[config.mk]
export PLATFORM = sky130hd
export DESIGN_NAME = ppg_pulse_gen
export DESIGN_NICKNAME = d
export VERILOG_FILES = /design/src/rtl/ppg_pulse_gen.sv
export SDC_FILE = /design/constraint.sdc
export NUM_CORES = 1
export LEC_CHECK = 0
export BUFFER_PORTS_ARGS = -buffer_cell sky130_fd_sc_hd__buf_2
export CAP_MARGIN = 20
export CORE_MARGIN = 10
export CORE_UTILIZATION = 30
export CTS_CLUSTER_DIAMETER = 120
export DETAILED_ROUTE_END_ITERATION = 7
export GPL_ROUTABILITY_DRIVEN = 0
export PLACE_DENSITY = 0.54
export SYNTH_ARGS = -nofsm -noshare
export SYNTH_HDL_FRONTEND = slang
export SYNTH_SLANG_ARGS = --single-unit
[constraint.sdc]
create_clock -name clk -period 5.85 [get_ports clk]
set_clock_uncertainty 0.1 [all_clocks]
set_input_delay 0.2925 -clock clk [delete_from_list [all_inputs] [get_ports clk]]
set_output_delay 0.2925 -clock clk [all_outputs]
set_load 0.05 [all_outputs]
[src/rtl/ppg_pulse_gen.sv]
// rtl/ppg_pulse_gen.sv - triangle AC generator stepping once every PULSE_DIV cycles
module ppg_pulse_gen #(
  parameter int AC_AMP    = 8,
  parameter int PULSE_DIV = 64
) (
  input  logic              clk,
  input  logic              rst,
  output logic signed [6:0] o_ac
);
  localparam int PW = (PULSE_DIV > 1) ? $clog2(PULSE_DIV) : 1;
  localparam logic signed [6:0] AMP_P = 7'(AC_AMP);
  localparam logic signed [6:0] AMP_N = -AMP_P;

  logic [PW-1:0]      r_presc;
  logic               r_up;
  logic signed [6:0]  r_ac;
  logic               w_step;
  logic signed [6:0]  w_next;

  assign w_step = (r_presc == PW'(PULSE_DIV - 1));
  assign w_next = r_up ? r_ac + 7'sd1 : r_ac - 7'sd1;
  assign o_ac   = r_ac;

  always_ff @(posedge clk) begin
    if (rst) begin
      r_presc <= '0;
      r_ac    <= '0;
      r_up    <= 1'b1;
    end else begin
      r_presc <= w_step ? '0 : r_presc + PW'(1);
      // Zero amplitude keeps the counter pinned at 0 instead of oscillating.
      if (w_step && AC_AMP > 0) begin
        r_ac <= w_next;
        if (w_next == AMP_P)      r_up <= 1'b0;
        else if (w_next == AMP_N) r_up <= 1'b1;
      end
    end
  end
endmodule

==> flow_metrics.env <==
export IMPL_worst_hold_slack_ns=0.251
export IMPL_std_cell_rows=19
export IMPL_cts_post_setup_buffers_inserted=0
export IMPL_min_delay_path_class="in -> reg"
export IMPL_vias=693
export IMPL_floorplan_io_pins=9
export IMPL_cts_reportedPaths_clkPinSlew_ns=0.08
export IMPL_num_fill_cells=280
export IMPL_cts_resized=0
export IMPL_cts_tree="built"
export IMPL_internal_reg_to_reg_setup_slack_ns=3.48
export IMPL_totalNegativeSetupSlack_ns=0
export IMPL_grt_usage_pct=6.36
export IMPL_syn_nets=102
export IMPL_initial_drc_count=23
export IMPL_worst_r2r_startpoint="r_up"
export IMPL_cts_max_level=1
export IMPL_critical_path_peak_fanout=6
export IMPL_number_of_clock_buffers_inserted_by_tritoncts=3
export IMPL_grt_antenna_before_repair=0
export IMPL_layout_nets=113
export IMPL_vias_per_cell=5.21
export IMPL_antenna_cells_inserted=0
export IMPL_met2WireLength_um=791
export IMPL_final_core_util_pct=34.7
export IMPL_worst_margin_pin_slew_ns=0.496
export IMPL_power_density_mw_per_mm2=180
export IMPL_die_w_um=73.0
export IMPL_timing_final_hold_violations=0
export IMPL_post_synth_inst_count=92
export IMPL_first_global_vias=657
export IMPL_synth_cell_type_count=34
export IMPL_netlist_area_um2=843
export IMPL_route_detailed_wl_per_inst_um=12.4
export IMPL_drt_total_wl_um=1640
export IMPL_yosys_area_top_type_share_pct=33.2
export IMPL_dieHeight_um=73.0
export IMPL_drtAntennaViolNets=0
export IMPL_drive_above_1_share_pct=20.6
export IMPL_startpoint_of_the_most_critical_hold_path="rst"
export IMPL_grt_start_max_net_pins=15
export IMPL_status="finished, final reports clean"
export IMPL_crit_path_class="reg -> reg"
export IMPL_synthTopCellsByArea="sky130_fd_sc_hd__dfxtp_1 33%, sky130_fd_sc_hd__ha_1 10%, sky130_fd_sc_hd__xnor2_1 6.2%, sky130_fd_sc_hd__nand2_1 4.9%, sky130_fd_sc_hd__a21oi_1 4.2%"
export IMPL_fp_dieArea_mm2=0.00533
export IMPL_netlist_top_cell_by_area="sky130_fd_sc_hd__dfxtp_1"
export IMPL_critical_path_reg2reg_endpoint="o_ac[6]"
export IMPL_numPortBuffers=8
export IMPL_register_bit_count_reported_by_yosys=14
export IMPL_gr_total_overflow=0
export IMPL_detail_route_drc_violations=0
export IMPL_clockRootBuffer="sky130_fd_sc_hd__clkbuf_4"
export IMPL_setup_crit_end_kind="register"
export IMPL_worst_endpoint_arrival_ns=2.48
export IMPL_yosysWarningCount=0
export IMPL_clock_sinks=14
export IMPL_top_layer_used="met4"
export IMPL_worst_slew_margin_rel_pct=66.7
export IMPL_unrepaired_setup_endpoints_after_global_routing="no"
export IMPL_worst_skew_pair_late_latency_ns=0.27
export IMPL_dpl_hpwl_um=1330
export IMPL_setup_failing_eps_final=0
export IMPL_core_mm2=0.00273
export IMPL_synth_sequential_area_ratio_pct=33.2
export IMPL_cap_viol_max_count=0
export IMPL_synthToLayoutAreaGrowth_pct=12.6
export IMPL_total_leakage_power_uw=0.000389
export IMPL_worst_setup_path_start_kind="register"
export IMPL_cts_hold_repair_buffers=0
export IMPL_met3RoutedLength_um=49
export IMPL_slew_violations=0
export IMPL_syn_avg_cell_area_um2=9.17
export IMPL_initial_utilization_pct=30.8
export IMPL_met1Wirelength_um=794
export IMPL_drt_pass1_iter_count=4
export IMPL_maximum_vdd_drop_uv=121
export IMPL_period_minus_slack_ns=2.37
export IMPL_worst_ep_required_time_ns=5.96
export IMPL_worst_case_clock_buffer_depth=2
export IMPL_hold_path_cell_count=2
export IMPL_timing_reg2reg_worst_path_depth=7
export IMPL_final_period_util_pct=40.5
export IMPL_grt_first_pass_wirelength_um=2790
export IMPL_clock_fmax_ghz=0.422
export IMPL_hold_path_end="o_ac[0]"
[worst max path at each step]
stage / cells after the start / endpoint / startpoint / slack (ns)
floorplan: 6 / r_up / o_ac[1] / 3.45
global placement: 7 / o_ac[6] / r_up / 3.56
detailed placement: 7 / r_up / r_up / 3.49
CTS: 7 / o_ac[6] / r_up / 3.47
global route: 7 / o_ac[6] / r_up / 3.34
finish: 7 / o_ac[6] / r_up / 3.48
[kinds of logic (layout without fill, tap and decap cells)]
logic type | Yosys count | count (layout) | share of synthesized area (%)
compound gates | 21 | 21 | 18.1
fa+ha+maj | 8 | 8 | 12.8
buf+inv | 4 | 14 | 1.93
flops | 14 | 14 | 33.2
simple gates | 37 | 37 | 25.7
xor+xnor | 8 | 8 | 8.31
[synthesized netlist by cell type, drive strengths merged]
library cell  number
dfxtp             14
nand2             11
a21oi              7
ha                 7
nor2               7
xnor2              6
nand3              5
a211oi             4
nor3               3
o21ai              3
and3               2
inv                2
nor3b              2
or4b               2
xor2               2
a21o               1
a311oi             1
buf                1
clkbuf             1
fa                 1
nand2b             1
nor2b              1
nor4               1
o2111ai            1
o21ba              1
o21bai             1
o311ai             1
o41ai              1
or3                1
or4                1
[final cells by class]
cell class | instances | area (µm²) | share of cell area, %
Clock buffer | 4 | 36.3 | 3.82
Inverter | 2 | 7.51 | 0.791
Multi-Input combinational cell | 74 | 547 | 57.6
Sequential cell | 14 | 280 | 29.5
Tap cell | 31 | 38.8 | 4.08
Timing Repair Buffer | 8 | 40.0 | 4.22
[cells in the final DEF (no fill, tap or decap), types with 2 or more instances in the layout]
master,Yosys,final
sky130_fd_sc_hd__ha_1,7,7
sky130_fd_sc_hd__xnor2_1,6,6
sky130_fd_sc_hd__o21ai_0,3,3
sky130_fd_sc_hd__nor2_1,7,7
sky130_fd_sc_hd__or4b_1,2,2
sky130_fd_sc_hd__inv_1,2,2
sky130_fd_sc_hd__nor3_1,3,3
sky130_fd_sc_hd__clkbuf_4,0,3
sky130_fd_sc_hd__xor2_1,2,2
sky130_fd_sc_hd__buf_2,1,8
sky130_fd_sc_hd__a211oi_1,3,3
sky130_fd_sc_hd__nor3b_1,2,2
sky130_fd_sc_hd__dfxtp_1,14,14
sky130_fd_sc_hd__a21oi_1,7,7
sky130_fd_sc_hd__nand2_1,11,11
sky130_fd_sc_hd__nand3_1,3,3
[per-stage QoR]
stage / setup slack, ns / total power (µW) / area [µm²] / cells
floorplan: 3.45 / 104 / 843 / 92
global placement: 3.56 / 105 / 913 / 129
detailed placement: 3.49 / 105 / 913 / 129
CTS: 3.47 / 175 / 950 / 133
global route: 3.34 / 180 / 950 / 133
finish: 3.48 / 171 / 950 / 133
[power by group]
| part | switching, µW | internal [µW] | leakage (µW) | total [µW] |
|---|---|---|---|---|
| combinational | 2.60 | 2.10 | 0.000254 | 4.70 |
| clock | 30.5 | 37.8 | 0.0000210 | 68.3 |
| sequential | 1.23 | 97.0 | 0.000113 | 98.2 |
[worst max-delay path, stage by stage (launching register included)]
cell                       delay (ns)
sky130_fd_sc_hd__dfxtp_1         0.40
sky130_fd_sc_hd__inv_1           0.15
sky130_fd_sc_hd__fa_1            0.45
sky130_fd_sc_hd__a211oi_1        0.31
sky130_fd_sc_hd__o21bai_1        0.12
sky130_fd_sc_hd__a211oi_1        0.47
sky130_fd_sc_hd__o21ai_0         0.17
sky130_fd_sc_hd__a21oi_1         0.14
[routing by layer]
metal  vias up  global-route usage [%]
met5         -                       0
met4         0                    2.53
met3         2                    1.77
met2         5                    11.0
met1       330                    7.13
li1        356                       -
[registers in the layout (all words and copies together), names as in the netlist]
signal	cells
o_ac	7
r_presc	6
r_up	1
No activity file was read; power rests on OpenSTA's default activity.
